--- config.mk ---
export PLATFORM = sky130hd
export DESIGN_NAME = ram8_port_ctrl_flat
export DESIGN_NICKNAME = d
export VERILOG_FILES = /design/src/rtl/ram8_port_ctrl_if.sv /design/src/rtl/ram8_port_ctrl.sv /design/src/flat_wrapper.sv
export SDC_FILE = /design/constraint.sdc
export NUM_CORES = 1
export LEC_CHECK = 0
export ABC_AREA = 1
export CORE_MARGIN = 2
export CORE_UTILIZATION = 35
export DETAILED_ROUTE_END_ITERATION = 16
export DONT_BUFFER_PORTS = 1
export HOLD_SLACK_MARGIN = 0.06
export SETUP_SLACK_MARGIN = 0.1
export SLEW_MARGIN = 20
export SYNTH_ARGS = -nofsm -noshare
export SYNTH_HDL_FRONTEND = slang
export SYNTH_SLANG_ARGS = --single-unit
--- constraint.sdc ---
create_clock -name clk -period 1.8 [get_ports clk]
set_clock_uncertainty 0.2 [all_clocks]
set_input_delay 0 -clock clk [delete_from_list [all_inputs] [get_ports clk]]
set_output_delay 0 -clock clk [all_outputs]
set_load 0.01 [all_outputs]
--- src/rtl/ram8_port_ctrl_if.sv ---
// Host-side request/response bundle for the ram8 port controller.
// The controller sits on the slave modport; the host drives the master modport.
interface ram8_port_ctrl_if #(
  parameter int DATA_W = 16
);
  logic              req_valid;
  logic              req_ready;
  logic              req_we;
  logic [2:0]        req_addr;
  logic [DATA_W-1:0] req_wdata;
  logic              rsp_valid;
  logic [DATA_W-1:0] rsp_rdata;

  modport master (
    output req_valid, req_we, req_addr, req_wdata,
    input  req_ready, rsp_valid, rsp_rdata
  );

  modport slave (
    input  req_valid, req_we, req_addr, req_wdata,
    output req_ready, rsp_valid, rsp_rdata
  );
endinterface

--- src/rtl/ram8_port_ctrl.sv ---
// Single-port controller for an 8-word ram8: host reads/writes in IDLE,
// plus a hardware fill sequence that writes one latched value to all words.
module ram8_port_ctrl #(
  parameter int DATA_W = 16
) (
  input  logic              clk,
  input  logic              rst_n,
  ram8_port_ctrl_if.slave   host,
  input  logic              fill_start,
  input  logic [DATA_W-1:0] fill_value,
  output logic              busy,
  output logic              fill_done,
  output logic              ram_load,
  output logic [2:0]        ram_address,
  output logic [DATA_W-1:0] ram_data_in,
  input  logic [DATA_W-1:0] ram_data_out
);

  typedef enum logic {IDLE, FILL} state_t;

  state_t            state, state_nxt;
  logic [2:0]        cnt, cnt_nxt;
  logic [DATA_W-1:0] fill_val;
  logic              req_ready_c;
  logic              accept, fill_go, fill_last, load_c;
  logic              rsp_vld_p1;
  logic [DATA_W-1:0] rsp_data_p1;

  always_comb begin
    state_nxt   = state;
    cnt_nxt     = cnt;
    req_ready_c = 1'b0;
    accept      = 1'b0;
    fill_go     = 1'b0;
    fill_last   = 1'b0;
    load_c      = 1'b0;
    ram_address = host.req_addr;
    ram_data_in = host.req_wdata;
    case (state)
      IDLE: begin
        // fill_start wins over a simultaneous host request
        req_ready_c = ~fill_start;
        accept      = host.req_valid & ~fill_start;
        load_c      = accept & host.req_we;
        if (fill_start) begin
          fill_go   = 1'b1;
          cnt_nxt   = 3'd0;
          state_nxt = FILL;
        end
      end
      FILL: begin
        load_c      = 1'b1;
        ram_address = cnt;
        ram_data_in = fill_val;
        cnt_nxt     = cnt + 3'd1;
        if (cnt == 3'd7) begin
          fill_last = 1'b1;
          state_nxt = IDLE;
        end
      end
      default: state_nxt = IDLE;
    endcase
  end

  // ram8 must never see a load while reset is held, even combinationally
  assign ram_load       = load_c & rst_n;
  assign host.req_ready = req_ready_c;
  assign host.rsp_valid = rsp_vld_p1;
  assign host.rsp_rdata = rsp_data_p1;

  // stage p0 -> p1: control state, fill latch and read response register
  always_ff @(posedge clk or negedge rst_n) begin
    if (!rst_n) begin
      state       <= IDLE;
      cnt         <= 3'd0;
      busy        <= 1'b0;
      fill_done   <= 1'b0;
      fill_val    <= '0;
      rsp_vld_p1  <= 1'b0;
      rsp_data_p1 <= '0;
    end else begin
      state      <= state_nxt;
      cnt        <= cnt_nxt;
      busy       <= (state_nxt == FILL);
      fill_done  <= fill_last;
      rsp_vld_p1 <= accept & ~host.req_we;
      if (fill_go)
        fill_val <= fill_value;
      if (accept && !host.req_we)
        rsp_data_p1 <= ram_data_out;
    end
  end

endmodule

--- src/flat_wrapper.sv ---
// flat-port wrapper written by rule: the top's interface ports become plain ports
module ram8_port_ctrl_flat 
#(
  parameter int DATA_W = 16
)
  (clk, rst_n, fill_start, fill_value, busy, fill_done, ram_load, ram_address, ram_data_in, ram_data_out, host_req_valid, host_req_we, host_req_addr, host_req_wdata, host_req_ready, host_rsp_valid, host_rsp_rdata);
  ram8_port_ctrl_if #(.DATA_W(DATA_W)) host_i ();
  input  logic clk;
  input  logic rst_n;
  input  logic fill_start;
  input  logic [DATA_W-1:0] fill_value;
  output logic busy;
  output logic fill_done;
  output logic ram_load;
  output logic [2:0] ram_address;
  output logic [DATA_W-1:0] ram_data_in;
  input  logic [DATA_W-1:0] ram_data_out;
  input wire logic [$bits(host_i.req_valid)-1:0] host_req_valid;
  input wire logic [$bits(host_i.req_we)-1:0] host_req_we;
  input wire logic [$bits(host_i.req_addr)-1:0] host_req_addr;
  input wire logic [$bits(host_i.req_wdata)-1:0] host_req_wdata;
  output wire logic [$bits(host_i.req_ready)-1:0] host_req_ready;
  output wire logic [$bits(host_i.rsp_valid)-1:0] host_rsp_valid;
  output wire logic [$bits(host_i.rsp_rdata)-1:0] host_rsp_rdata;
  assign host_i.req_valid = host_req_valid;
  assign host_i.req_we = host_req_we;
  assign host_i.req_addr = host_req_addr;
  assign host_i.req_wdata = host_req_wdata;
  assign host_req_ready = host_i.req_ready;
  assign host_rsp_valid = host_i.rsp_valid;
  assign host_rsp_rdata = host_i.rsp_rdata;
  ram8_port_ctrl #(.DATA_W(DATA_W)) u_core (.clk(clk), .rst_n(rst_n), .host(host_i), .fill_start(fill_start), .fill_value(fill_value), .busy(busy), .fill_done(fill_done), .ram_load(ram_load), .ram_address(ram_address), .ram_data_in(ram_data_in), .ram_data_out(ram_data_out));
endmodule
# After elaboration in Yosys (flattened, before gate mapping)
# Index checks and enable logic that the tools add are counted.
# totals
ff_bits	38
in_bits	56
# op_classes
addsub	1
eq_ne	2
n_mux	13
bitwise_logic	7
n_reduce_logical	2
# ops
op	n
$mux W16	1
$mux W1	7
$mux W3	2
$pmux W3 S2	1
$and A1 B1 Y1	4
$pmux W1 S2	2
$add A3 B1 Y3 const B	1
$eq A3 B3 Y1 const B	1
$not A1 Y1	3
$ne A2 B2 Y1 const B	1
$logic_and A1 B1 Y1	1
$logic_not A1 Y1	1

# Logic depth before layout (Yosys ltp)
# Gate-level depths: netlist (run 1).
# depth
depth_word	5
depth_mapped	6
ltp_nobuf	5

# Least setup slack after synthesis (run 1)
# Ideal clock, no wire load.
# synth_path
kind	register to register
from	reg, netlist name u_core.busy
to	reg u_core.rsp_data_p1[10], in the netlist u_core.host.rsp_rdata[10]
arrival_time_ns	1.003
required_time_ns	1.483
path_slack_ns	0.480
path_stages_with_launch	7
n_path_buf	2
synth_period_minus_slack_ns	1.320
cell_sequence	dfrtp_1 -> buf_6 -> nor2_8 -> nand2_4 -> buf_6 -> nand2_1 -> nand2_1
# synth_lines
item	line_no	rtl
end signal: assignment	ram8_port_ctrl.sv:90	rsp_data_p1 <= ram_data_out;
end: declaration	ram8_port_ctrl.sv:27	logic [DATA_W-1:0] rsp_data_p1;

==> impl_metrics.ini, run 1 <==
[final_layout]
nets = 341
n_antenna_cell = 0
synthToLayoutAreaGrowth_pct = 39.1
design_area_um2 = 2550
fill_cells = 468
drive_gt1_frac = 0.0707

[critical_path]
endpoint_kind = output port
cp_max_fo = 28
critPathRequiredTime_ns = 1.60
worst_r2r_path_depth = 4
crit_arrival_ns = 1.35
cp-start-kind = flip-flop
path_class = reg2out
reg2reg_slack_ns = 0.39

[grt]
grt_pass1_wl_um = 8360
overflow = 0
grt_use_total = 0.179
grt_max_degree = 40
first_global_vias = 1780
grt_antenna_before_repair = 0

[outcome]
run_status = complete, but fails checks
violations = hold timing

[cts]
cts_htree_levels = 2
cts_tree = done
cts_root_buf = clkbuf_8
cts_buffer_depth = 2
cts_setup_buffers = 0
clock_latency_ns = 0.28
cts_buffers = 5
cts_sinks = 38
ctsHoldBuffers = 56
clk_pin_slew_ns = 0.07

[routing]
drc_errors = 0
vias = 1640
wl_um = 4790
final_antenna_net_count = 0
drt_iter0_markers = 63
vias_per_cell = 4.65
wl_per_cell_um = 13.6
firstDrtPassIters = 4

[floorplan]
die_x_um = 76.3
io_pins = 96
die-area_um2 = 5820
rows = 26
core_um2 = 5070
die_h_um = 76.3
start_util = 0.361

[timing]
post-route-min-period_ns = 1.55
fin_crit_sh = 0.863
finalSetupViolations = 0
fmaxAchievable_mhz = 644
final.setup.tns_ns = 0
slew_headroom = 0.800
rsz0062_at_grt = no
hold_violations = 71
final_max_slew_viol_count = 0
worst_pin_slew_ns = 0.301
fin_ws_ns = 0.247
whs_ns = -0.342

[synthesis]
yosysWarnings = 0
synthesis.area_um2 = 1830
synth-compound-area-share = 0.0232
ys_ff_latch = 38
synth_cell_types = 16
yosysSeqAreaShare = 0.519
synth_top_family_by_area = simple AND/OR/NAND/NOR gates
synth_fa_ha_area_frac = 0.0137
synthXorXnorAreaFrac = 0
syn-instance-count = 227
syn_avg_cell_area_um2 = 8.06
synth-simple-area-share = 0.367
synth_fp_nets = 285
muxShareOfSynthArea = 0

[pwr]
p_leak_nw = 1.35
p_per_area_nw_per_um2 = 1520
vdd_drop_max_uv = 633

[worst_hold_path]
hold_path_class = in2reg
hold_path_depth = 2

[placement]
place_area_um2 = 1860
place_ws_ns = 0.161
post-dp-hpwl_um = 2700
portBuffers = 0
gp_congestion = 0.739

[job]
drv_cap = 0
## cells by family (layout without fill, tap and decap cells)
kind of cell	after synthesis	count (layout)
compound gates	8	8
fa+ha+maj	2	2
buf+inv	22	78
flops	38	38
simple gates	157	157
## registers in the layout, summed over array words and instances (netlist names)
| signal | cells |
|---|---|
| u_core.fill_val | 16 |
| u_core.host.rsp_rdata | 16 |
| u_core.cnt | 3 |
| u_core.busy | 1 |
| u_core.fill_done | 1 |
| u_core.host.rsp_valid | 1 |
## cell type report
class / count / area, um2 / area share
repair buffers: 62 / 616 / 0.242
multi-input cells: 167 / 739 / 0.290
inverters: 9 / 38.8 / 0.0152
flip-flops and latches: 38 / 952 / 0.374
clock buffers: 6 / 82.6 / 0.0324
well taps: 70 / 87.6 / 0.0344
clock inverters: 1 / 30.0 / 0.0118
## synthesized netlist by cell type
cell     count  area [um2]
a21oi_1      1        5.00
buf_2        4        20.0
buf_4        4        30.0
buf_6        5        56.3
dfrtp_1     38         951
ha_1         2        25.0
inv_1        8        30.0
inv_2        1        3.75
nand2_1    120         450
nand2_2      1        6.26
nand2_4      1        11.3
nand3_1     32         160
nor2_1       1        3.75
nor2_8       2        40.0
o21a_1       1        7.51
o21ai_0      6        30.0
## through the flow
stage,hold slack [ns],power (mW),utilization,cells
final,-0.342,3.88,0.502,353
after global routing,-0.355,4.26,0.502,353
after global placement,-0.495,2.96,0.366,290
after detailed placement,-0.495,3.00,0.366,290
after floorplan,-0.496,2.77,-,227
after CTS,-0.351,3.87,0.501,353
## final timing paths
check,to,from
worst max-delay path,ram_data_in[10],u_core.busy$_DFF_PN0_
worst min-delay path,u_core.fill_val[10]$_DFFE_PN0P_,fill_start
worst max register to register,u_core.host.rsp_rdata[11]$_DFFE_PN0P_,u_core.busy$_DFF_PN0_
worst min register to register,u_core.fill_val[12]$_DFFE_PN0P_,u_core.fill_val[12]$_DFFE_PN0P_
max in group asynchronous,u_core.busy$_DFF_PN0_,rst_n
min in group asynchronous,u_core.host.rsp_rdata[12]$_DFFE_PN0P_,rst_n
## worst max-delay path, cell delays in order (launching register included)
cell and delay (ns):
dfrtp_2 0.49, inv_6 0.19, buf_4 0.22, nand2_1 0.06
nand2_1 0.11
## layer usage
layer,share of wire,GRT usage,vias to the layer above,routed length [um]
li1,-,-,819,-
met1,0.40,0.198,745,1920
met2,0.51,0.319,74,2440
met3,0.086,0.0735,2,412
met4,0.0035,0.0436,0,17
met5,0,0,-,0
## where the power goes
| part | switching [mW] | internal (mW) |
|---|---|---|
| clock network | 0.281 | 0.443 |
| logic | 0.977 | 0.544 |
| registers | 0.371 | 1.26 |
| total | 1.63 | 2.25 |
## layout by cell type, fill, tap and decap left out, types with 2 or more instances in the layout
cell type / n
nand2_1: 120
dfrtp_1: 37
nor2_8: 2
dlygate4sd3_1: 55
buf_4: 6
clkbuf_8: 6
inv_1: 8
ha_1: 2
o21ai_0: 6
nand3_1: 32
## what timing repair did
item	in CTS	in global routing
resized for setup	1	2
hold endpoints to repair	95	71
setup endpoints to repair	7	6
No activity file was read; power rests on OpenSTA's default activity.
==> inputs of run 2 (changes only) <==
REMOVE_ABC_BUFFERS = 1   (was unset)
==> impl_metrics.ini, run 2 (synthesis gave the netlist of run 1 again) <==
[outcome]
run_status = complete, but fails checks
violations = hold timing

[critical_path]
path_class = reg2out
critPathRequiredTime_ns = 1.60
reg2reg_slack_ns = 0.35
crit_path_max_incr_delay_ns = 0.52
cp-start-kind = flip-flop
crit_start = u_core.busy$_DFF_PN0_
worst_r2r_path_depth = 4
path_cells = buf_4, o21ai_0, a21oi_1, buf_4
crit_arrival_ns = 1.39
cpMostUsedCell = buf_4
endpoint_kind = output port
slowest_stage = dfrtp_1
crit_family = flip-flops
cp_max_fo = 7
worst_r2r_startpoint = u_core.busy$_DFF_PN0_
worst-path-buf-inv = 2
r2r-end = u_core.host.rsp_rdata[15]$_DFFE_PN0P_

[routing]
drt_iter0_markers = 89
firstDrtPassIters = 4
final_antenna_net_count = 0
wl_per_cell_um = 13.3
wl_um = 4710
drc_errors = 0
vias_per_cell = 4.65
vias = 1650

[floorplan]
io_pins = 96
core_um2 = 5070
die_x_um = 76.3
die-area_um2 = 5820
start_util = 0.361
rows = 26
die_h_um = 76.3

[cts]
cts_root_buf = clkbuf_8
cts_buffer_depth = 2
ctsHoldBuffers = 56
cts_htree_levels = 2
cts_tree = done
clock_latency_ns = 0.28
cts_sinks = 38
cts_setup_buffers = 0
cts_buffers = 5
clk_pin_slew_ns = 0.07

[worst_hold_path]
hold_path_class = in2reg
min_to = u_core.fill_val[0]$_DFFE_PN0P_
hold_path.startpoint = fill_start
hold_path_depth = 2

[grt]
grt_use_total = 0.166
grt_max_degree = 40
grt_use_met1 = 0.204
grt_busiest_layer = met2
overflow = 0
grt_antenna_before_repair = 0
first_global_vias = 1618
gr-usage-met2 = 0.268
grt_pass1_wl_um = 7720
grtUsageMet3 = 0.0746

[placement]
post-dp-hpwl_um = 2790
gp_congestion = 0.721
portBuffers = 0

[final_layout]
mostFrequentLayoutCells = 120 x nand2_1, 55 x dlygate4sd3_1, 38 x dfrtp_1, 32 x nand3_1
drive_gt1_frac = 0.0667
register_area_um2 = 951
n_antenna_cell = 0
multi_input_area_um2 = 739
synthToLayoutAreaGrowth_pct = 37.7
nets = 343
fill_cells = 485
final_common_cell = nand2_1

[timing]
fin_crit_sh = 0.882
post-route-min-period_ns = 1.59
rsz0062_at_grt = no
fmaxAchievable_mhz = 630
finalSetupViolations = 0
hold_violations = 71
worst_pin_slew_ns = 0.310
slew_headroom = 0.793
final_max_slew_viol_count = 0
final.setup.tns_ns = 0
whs_ns = -0.337

[job]
drv_cap = 0

[pwr]
p_per_area_nw_per_um2 = 1470
vdd_drop_max_uv = 609
power_mw = 3.70
p_leak_nw = 1.34
[run 2: cell types whose count changed in the layout (fill, tap and decap cells not counted), sizes merged]
cell	delta
clkbuf	+1
buf	+2
bufinv	-1
[run 2: per-layer routing]
layer  share of wire  up-vias  wire [um]
met4          0.0040        0         19
met1            0.43      745       2010
li1                -      819          -
met5               0        -          0
met2            0.47       84       2230
met3           0.096        2        454
[run 2: worst max path at each step]
stage                                                       to  cells past startpoint
after CTS                                      ram_data_in[14]                      4
after global placement    u_core.host.rsp_rdata[3]$_DFFE_PN0P_                      4
after floorplan                 u_core.fill_val[0]$_DFFE_PN0P_                      4
after global routing                                  ram_load                      4
final                                                 ram_load                      4
after detailed placement       u_core.fill_val[14]$_DFFE_PN0P_                      4
[run 2: final cells by class]
cell class,instances,area share
repair buffers,64,0.250
multi-input cells,167,0.293
inverters,9,0.0144
flip-flops and latches,38,0.377
clock buffers,7,0.0303
well taps,70,0.0347
[run 2: power breakdown]
part           internal [mW]  leakage [nW]  switching (mW)
sequential              1.26         0.478           0.363
combinational          0.564         0.827           0.976
clock                  0.267        0.0383           0.270
total                   2.09          1.34            1.61
[run 2: what timing repair did]
item,in CTS,in global routing
hold endpoints to repair,95,71
resized for setup,0,1
setup endpoints to repair,0,2
[run 2: worst register-to-register path, cell delays in order (launching register included)]
cell and delay, ns:
dfrtp_1 0.48, nor2_8 0.30, nand2_4 0.19, nand2_1 0.11, nand2_1 0.06
[run 2: stage by stage]
stage	cell area (um2)	instances	util	setup WS, ns
final	2520	355	0.497	0.212
after global routing	2520	355	0.497	0.117
after CTS	2520	355	0.496	0.196
after detailed placement	1870	292	0.369	0.354
after global placement	1870	292	0.369	0.411
after floorplan	1720	214	-	-0.0489
==> inputs of run 3 (changes only) <==
BUFFER_PORTS_ARGS = -buffer_cell sky130_fd_sc_hd__buf_2   (was unset)
DONT_BUFFER_PORTS = unset   (was 1)
==> impl_metrics.ini, run 3 (synthesis gave the netlist of run 1 again) <==
[timing]
worst_pin_slew_ns = 0.314
slew_headroom = 0.790
final.setup.tns_ns = 0
post-route-min-period_ns = 1.55
finalSetupViolations = 0
fmaxAchievable_mhz = 645
hold_violations = 19
final_max_slew_viol_count = 0
whs_ns = -0.0342
fin_crit_sh = 0.861
rsz0062_at_grt = no

[cts]
cts_tree = done
clock_latency_ns = 0.29
cts_buffer_depth = 2
cts_buffers = 5
clk_pin_slew_ns = 0.07
cts_htree_levels = 2
cts_root_buf = clkbuf_8
ctsHoldBuffers = 36
cts_sinks = 38

[critical_path]
cp-start-kind = flip-flop
path_class = reg2out
critPathRequiredTime_ns = 1.60
endpoint_kind = output port
cp_max_fo = 14
crit_arrival_ns = 1.35

[grt]
grt_max_degree = 22
grt_use_total = 0.185
grt_pass1_wl_um = 8640
grt_antenna_before_repair = 0
first_global_vias = 1872
overflow = 0

[routing]
wl_um = 5160
final_antenna_net_count = 0
vias_per_cell = 4.39
vias = 1888
drc_errors = 0
wl_per_cell_um = 12.0
firstDrtPassIters = 4
drt_iter0_markers = 90

[final_layout]
synthToLayoutAreaGrowth_pct = 53.0
mostFrequentLayoutCells = 120 x nand2_1, 94 x buf_2, 37 x dfrtp_1, 36 x dlygate4sd3_1, 32 x nand3_1
fin_cells = 430
utilization = 0.552
drive_gt1_frac = 0.319
nets = 417
n_antenna_cell = 0
final_common_cell = nand2_1

[worst_hold_path]
hold_path_class = in2async

[placement]
portBuffers = 95
dp.cells = 384
post-dp-hpwl_um = 3260
gp_congestion = 0.762

[pwr]
p_per_area_nw_per_um2 = 1500
vdd_drop_max_uv = 528
p_leak_nw = 1.66

[floorplan]
die_h_um = 76.3
start_util = 0.361
die-area_um2 = 5820
core_um2 = 5070
rows = 26
io_pins = 96
die_x_um = 76.3

[outcome]
run_status = complete, but fails checks
violations = hold timing

[job]
drv_cap = 0
## run 3: what timing repair did
action                                  4_1_cts  5_1_grt
endpoints found under the hold margin        72       19
setup buffers                                 0        2
gates resized for setup                       1        3
endpoints found under the setup margin       15       14
## run 3: through the flow
step | total power, mW | setup WS (ns) | cell area, um2 | hold slack (ns)
after CTS | 4.16 | 0.101 | 2780 | 0.0157
after detailed placement | 3.48 | 0.295 | 2320 | -0.215
after floorplan | 2.61 | -0.0489 | 1720 | -0.496
after global placement | 3.46 | 0.342 | 2320 | -0.222
final | 4.20 | 0.251 | 2800 | -0.0342
after global routing | 4.59 | 0.143 | 2800 | -0.00868
## run 3: report_power, final
group | total (mW) | internal [mW] | switching, mW
logic | 2.11 | 0.881 | 1.23
registers | 1.49 | 1.26 | 0.228
clock network | 0.606 | 0.309 | 0.297
total | 4.20 | 2.45 | 1.75
## run 3: layer usage
layer,wire length [um],GRT usage,vias to the layer above
li1,-,-,968
met3,359,0.0533,6
met4,57,0.0491,0
met2,2360,0.311,81
met1,2390,0.234,833
met5,0,0,-
## run 3: final cells by class
cell class / instances / area [um2]
fillers: 490 / 2270
flip-flops and latches: 38 / 952
repair buffers: 138 / 895
multi-input cells: 167 / 739
well taps: 70 / 87.6
clock buffers: 7 / 86.3
inverters: 9 / 36.3
clock inverters: 1 / 5.00
## run 3: path summary, 6_finish.rpt
path,from,to,slack [ns],depth (start not counted)
min in group clk,host_req_wdata[7],ram_data_in[7],0.07,4
max reg2reg,u_core.busy$_DFF_PN0_,u_core.host.rsp_rdata[9]$_DFFE_PN0P_,0.27,5
min,rst_n,u_core.fill_val[4]$_DFFE_PN0P_,-0.03,2
max,u_core.busy$_DFF_PN0_,ram_data_in[11],0.25,5
min reg2reg,u_core.host.rsp_rdata[7]$_DFFE_PN0P_,u_core.host.rsp_rdata[7]$_DFFE_PN0P_,0.27,2
max in group asynchronous,rst_n,u_core.busy$_DFF_PN0_,0.86,3
## run 3: critical path, stage by stage (launching register included)
cell	delay, ns
dfrtp_2	0.45
inv_4	0.14
buf_4	0.21
nand2_1	0.08
nand2_1	0.07
buf_2	0.12
